File: src/rtl/dma_controller.sv
// dma_controller: ROM-to-memory-map word copy engine.
// The CPU programs SRC/DST/AMT through the DMA register window; a nonzero AMT
// write starts a copy that alternates ROM reads (REQ) and bus writes (WRITE).
// While busy the engine owns the memory bus; the CPU is stalled and its
// register writes are dropped.
// SRC is assembled from two DATA_W halves, so SRC_W must equal 2*DATA_W and
// ADDR_W must equal DATA_W.
module dma_controller #(
    parameter int SRC_W  = 32,
    parameter int ADDR_W = 16,
    parameter int DATA_W = 16
) (
    input  logic              clk,
    input  logic              rst,
    input  logic              dma_en,
    input  logic [1:0]        dma_mode,
    input  logic              memwrite,
    input  logic [DATA_W-1:0] writedata,
    output logic [DATA_W-1:0] dma_rdata,
    output logic [SRC_W-1:0]  rom_addr,
    output logic              rom_req,
    input  logic              rom_ack,
    input  logic [DATA_W-1:0] rom_data,
    output logic [ADDR_W-1:0] bus_addr,
    output logic              bus_write,
    output logic [DATA_W-1:0] bus_wdata,
    output logic              busy,
    output logic              done
);

    typedef enum logic [1:0] {
        S_IDLE  = 2'd0,
        S_REQ   = 2'd1,
        S_WRITE = 2'd2,
        S_DONE  = 2'd3
    } state_t;

    localparam logic [1:0] MODE_SRC_L = 2'd0;
    localparam logic [1:0] MODE_SRC_U = 2'd1;
    localparam logic [1:0] MODE_DST   = 2'd2;
    localparam logic [1:0] MODE_AMT   = 2'd3;

    state_t            state_q, state_d;
    logic [SRC_W-1:0]  src_q, src_d;
    logic [ADDR_W-1:0] dst_q, dst_d;
    logic [DATA_W-1:0] rem_q, rem_d;
    logic [DATA_W-1:0] data_q, data_d;
    logic [ADDR_W-1:0] bus_addr_q, bus_addr_d;
    logic [DATA_W-1:0] bus_wdata_q, bus_wdata_d;

    // CPU register writes are only honoured while the engine is idle.
    logic cpu_wr;
    assign cpu_wr = dma_en & memwrite & (state_q == S_IDLE);

    // Next-state, register updates and FSM outputs.
    always_comb begin
        state_d     = state_q;
        src_d       = src_q;
        dst_d       = dst_q;
        rem_d       = rem_q;
        data_d      = data_q;
        bus_addr_d  = bus_addr_q;
        bus_wdata_d = bus_wdata_q;
        rom_req     = 1'b0;
        bus_write   = 1'b0;
        busy        = 1'b0;
        done        = 1'b0;

        case (state_q)
            S_IDLE: begin
                if (cpu_wr) begin
                    case (dma_mode)
                        MODE_SRC_L: src_d = {src_q[SRC_W-1:DATA_W], writedata};
                        MODE_SRC_U: src_d = {writedata, src_q[DATA_W-1:0]};
                        MODE_DST:   dst_d = writedata;
                        MODE_AMT: begin
                            rem_d = writedata;
                            // A zero count is stored but never starts a copy.
                            if (writedata != '0)
                                state_d = S_REQ;
                        end
                        default: ;
                    endcase
                end
            end
            S_REQ: begin
                rom_req = 1'b1;
                busy    = 1'b1;
                // Wait as long as the ROM needs; there is no timeout.
                if (rom_ack) begin
                    data_d  = rom_data;
                    state_d = S_WRITE;
                end
            end
            S_WRITE: begin
                bus_write   = 1'b1;
                busy        = 1'b1;
                // Remember what was driven so bus_addr/bus_wdata hold after WRITE.
                bus_addr_d  = dst_q;
                bus_wdata_d = data_q;
                src_d       = src_q + SRC_W'(1);
                dst_d       = dst_q + ADDR_W'(1);
                rem_d       = rem_q - DATA_W'(1);
                state_d     = (rem_q == DATA_W'(1)) ? S_DONE : S_REQ;
            end
            S_DONE: begin
                // busy is already low here so the CPU resumes one cycle early.
                done    = 1'b1;
                state_d = S_IDLE;
            end
            default: state_d = S_IDLE;
        endcase
    end

    // Bus outputs: live during WRITE, otherwise hold the last written values.
    always_comb begin
        rom_addr  = src_q;
        bus_addr  = (state_q == S_WRITE) ? dst_q  : bus_addr_q;
        bus_wdata = (state_q == S_WRITE) ? data_q : bus_wdata_q;
    end

    // Register readback; the AMT slot returns the live remaining count.
    always_comb begin
        dma_rdata = '0;
        case (dma_mode)
            MODE_SRC_L: dma_rdata = src_q[DATA_W-1:0];
            MODE_SRC_U: dma_rdata = src_q[SRC_W-1:DATA_W];
            MODE_DST:   dma_rdata = dst_q;
            MODE_AMT:   dma_rdata = rem_q;
            default:    dma_rdata = '0;
        endcase
    end

    // State and datapath registers; synchronous active-low reset clears everything.
    always_ff @(posedge clk) begin
        if (!rst) begin
            state_q     <= S_IDLE;
            src_q       <= '0;
            dst_q       <= '0;
            rem_q       <= '0;
            data_q      <= '0;
            bus_addr_q  <= '0;
            bus_wdata_q <= '0;
        end else begin
            state_q     <= state_d;
            src_q       <= src_d;
            dst_q       <= dst_d;
            rem_q       <= rem_d;
            data_q      <= data_d;
            bus_addr_q  <= bus_addr_d;
            bus_wdata_q <= bus_wdata_d;
        end
    end

endmodule

File: config.mk
export PLATFORM = sky130hd
export DESIGN_NAME = dma_controller
export DESIGN_NICKNAME = d
export VERILOG_FILES = /design/src/rtl/dma_controller.sv
export SDC_FILE = /design/constraint.sdc
export NUM_CORES = 1
export LEC_CHECK = 0
export ABC_AREA = 1
export BUFFER_PORTS_ARGS = -buffer_cell sky130_fd_sc_hd__buf_2
export CELL_PAD_IN_SITES_DETAIL_PLACEMENT = 0
export CELL_PAD_IN_SITES_GLOBAL_PLACEMENT = 1
export CORE_UTILIZATION = 43
export CTS_BUF_LIST = sky130_fd_sc_hd__clkbuf_4
export DETAILED_ROUTE_END_ITERATION = 8
export PLACE_DENSITY_LB_ADDON = 0.1
export SYNTH_ARGS = -nofsm -noshare
export SYNTH_HDL_FRONTEND = slang
export SYNTH_SLANG_ARGS = --single-unit
File: constraint.sdc
create_clock -name clk -period 2.7 [get_ports clk]
set_input_delay 0.135 -clock clk [delete_from_list [all_inputs] [get_ports clk]]
set_output_delay 0.135 -clock clk [all_outputs]
set_load 0.01 [all_outputs]
==> results.py <==
metrics = {
    "power_and_ir_drop": {
        "ir_drop_uv": 306,
        "leakagePower_nw": 3.62,
        "power-per-cell-area_nw_per_um2": 524,
        "total_power_mw": 4.29,
    },
    "drt": {
        "via_per_inst": 5.32,
        "totalWireLength_um": 24600,
        "drtIter0Drc": 553,
        "antenna_left": 0,
        "via_count": 7765,
        "drt-wirelength-per-cell_um": 16.8,
        "drt_pass1_iterations": 6,
        "drc": 0,
    },
    "die": {
        "die-area_um2": 16400,
        "die_x_um": 128,
        "die_h_um": 128,
        "core_area_um2": 15400,
        "start_util_pct": 44.4,
        "rows": 45,
        "io_pins": 123,
    },
    "worst_hold_path": {
        "min_path_cells": 5,
        "hp-class": "in -> reg",
        "min_delay_worst_endpoint": "dst_q[8]$_SDFFE_PN0P_",
        "min_from": "writedata[8]",
    },
    "synthesis": {
        "synthDistinctLibCells": 41,
        "yosysWarnings": 0,
        "ys_seq_elements": 114,
        "synth_edf_count": 0,
        "syn-instance-count": 1097,
        "synthArstFlopShare_pct": 0,
        "synth_nets": 1144,
        "avgSynthCellArea_um2": 6.22,
        "synth_seq_area_share_pct": 33.4,
        "syn_area_um2": 6820,
        "synthFlopType": "dfxtp_1",
    },
    "sta": {
        "finalSetupTns_ps": 0,
        "slew_viol_final": 0,
        "rsz0062_at_grt": "no",
        "hold_viol": 0,
        "layout_min_cycle_time_ps": 2410,
        "clock_skew_ps": 22.5,
        "maxSlewHeadroom_pct": 46.1,
        "fmax_mhz": 415,
        "worst_pin_slew_ps": 809,
        "setup_viol": 0,
        "period_share_pct": 89.3,
    },
    "global_routing": {
        "grt_start_max_net_pins": 77,
        "grt_antenna_before_repair": 3,
        "grt_pass1_wl_um": 38400,
        "grt_use_total_pct": 30.9,
        "grt_pass1_vias": 7060,
        "grt-ovfl-total": 0,
    },
    "cts": {
        "path_clk_slew_ps": 110,
        "cts_resized": 0,
        "cts_buffers": 17,
        "insertion_delay_ps": 570,
        "clockBufferDepth": 2,
        "cts-htree-levels": 4,
        "cts_tree": "yes",
        "cts_sinks": 114,
        "root_buffer": "clkbuf_4",
    },
    "final_layout": {
        "utilization_pct": 53.2,
        "regArea_um2": 2280,
        "drive_gt1_share_pct": 17.3,
        "nFillCells": 1637,
        "multiInputGateArea_um2": 3910,
        "layout_common_cells": "293 x nand2_1, 154 x nor2_1, 134 x a21oi_1, 122 x buf_2, 114 x dfxtp_1",
        "nets": 1281,
        "layout_commonest_cell": "nand2_1",
        "area_growth_pct": 20.0,
    },
    "worst_setup_path": {
        "cp.arrival_ps": 2280,
        "reg2reg_slack_ps": 680,
        "crit_path_end_kind": "output port",
        "required_ps": 2570,
        "path_max_fanout": 29,
        "startpoint_type": "flop",
        "worst_r2r_endpoint": "state_q[1]$_SDFFE_PN0P_",
        "critical_path_class": "reg -> out",
        "timing.rr.start": "state_q[0]$_SDFFE_PN0P_",
        "ff2ff_path_depth": 9,
    },
    "placement": {
        "hpwl_um": 18200,
        "port_buffers": 122,
        "gp_congestion": 0.943,
    },
    "job": {
        "cap_violations": 0,
    },
    "run_status": {
        "status": "completed",
    },
}
==> stage by stage <==
stage / worst slack (ps) / hold slack (ps) / cell area (µm²) / std cells
4_1_cts: 247 / 12.8 / 8180 / 1458
2_1_floorplan: 1030 / 301 / 6820 / 1097
3_3_place_gp: 722 / 383 / 7620 / 1403
5_1_grt: 97.5 / 61.8 / 8180 / 1459
6_report: 289 / 23.0 / 8180 / 1460
3_5_place_dp: 700 / 390 / 7620 / 1403
==> area by class of cell <==
class,count,share of cell area [%]
antenna,2,0.0612
clock buffer,19,1.74
clock inverter,13,2.28
inverter,102,4.75
multi-input combinational,834,47.8
sequential,114,27.9
tap,211,3.23
timing repair buffer,165,12.3
==> where the power goes <==
part	internal, mW	switching (mW)
clock network	0.754	0.734
logic	0.301	0.564
registers	1.78	0.150
total	2.84	1.45
==> cells in the mapped netlist, types with 11 or more instances <==
library cell	count	share of area [%]
inv_1	93	5.1
nand3_1	47	3.4
a21oi_1	134	9.8
nor2_2	12	1.1
nand2_1	293	16
nor2_1	154	8.5
dfxtp_1	114	33
clkbuf_1	22	1.2
buf_2	11	0.81
o21ai_0	80	5.9
o21ai_1	28	2.1
a31oi_1	11	1.0
==> metal layers <==
layer / part of all wire (%) / track usage, %
met1: 43 / 39.1
met2: 46 / 50.2
met3: 6.4 / 5.38
met4: 4.5 / 16.7
met5: 0 / 0
==> sequential cells by signal, summed over array words and instances, names as in the netlist <==
register and cells:
rem_q 16, data_q 16, rom_addr 32, state_q 2, bus_wdata_q 16, dst_q 16
bus_addr_q 16
==> cell families after synthesis <==
logic type	after synthesis	synth area share [%]
AO/OA/AOI/OAI	289	23.3
XOR/XNOR	8	1.03
adder cells (fa/ha/maj)	8	1.47
buffers and inverters	149	9.26
flip-flops	114	33.4
AND/OR/NAND/NOR	529	31.5
==> timing repair <==
item,4_1_cts,5_1_grt
hold buffers,23,0
buffers inserted,0,0
hold endpoints to repair,27,0
==> worst max-delay path, cell delays in order (launching register included) <==
cell	delay (ps)
dfxtp_1	350
inv_1	100
ha_2	230
buf_4	300
buf_4	390
nand2_1	130
nand2_1	80
buf_2	130
==> worst max-delay path by stage <==
| stage | start | to | slack (ps) | cells after the start |
|---|---|---|---|---|
| after floorplan | state_q[0]$_SDFFE_PN0P_ | bus_addr[0] | 1030 | 7 |
| after global placement | state_q[0]$_SDFFE_PN0P_ | state_q[1]$_SDFFE_PN0P_ | 720 | 9 |
| after detailed placement | state_q[0]$_SDFFE_PN0P_ | state_q[1]$_SDFFE_PN0P_ | 700 | 9 |
| after CTS | state_q[0]$_SDFFE_PN0P_ | bus_wdata[4] | 250 | 7 |
| after global routing | state_q[0]$_SDFFE_PN0P_ | bus_wdata[5] | 100 | 7 |
| final | state_q[0]$_SDFFE_PN0P_ | bus_wdata[7] | 290 | 7 |
No activity file was read; power rests on OpenSTA's default activity.
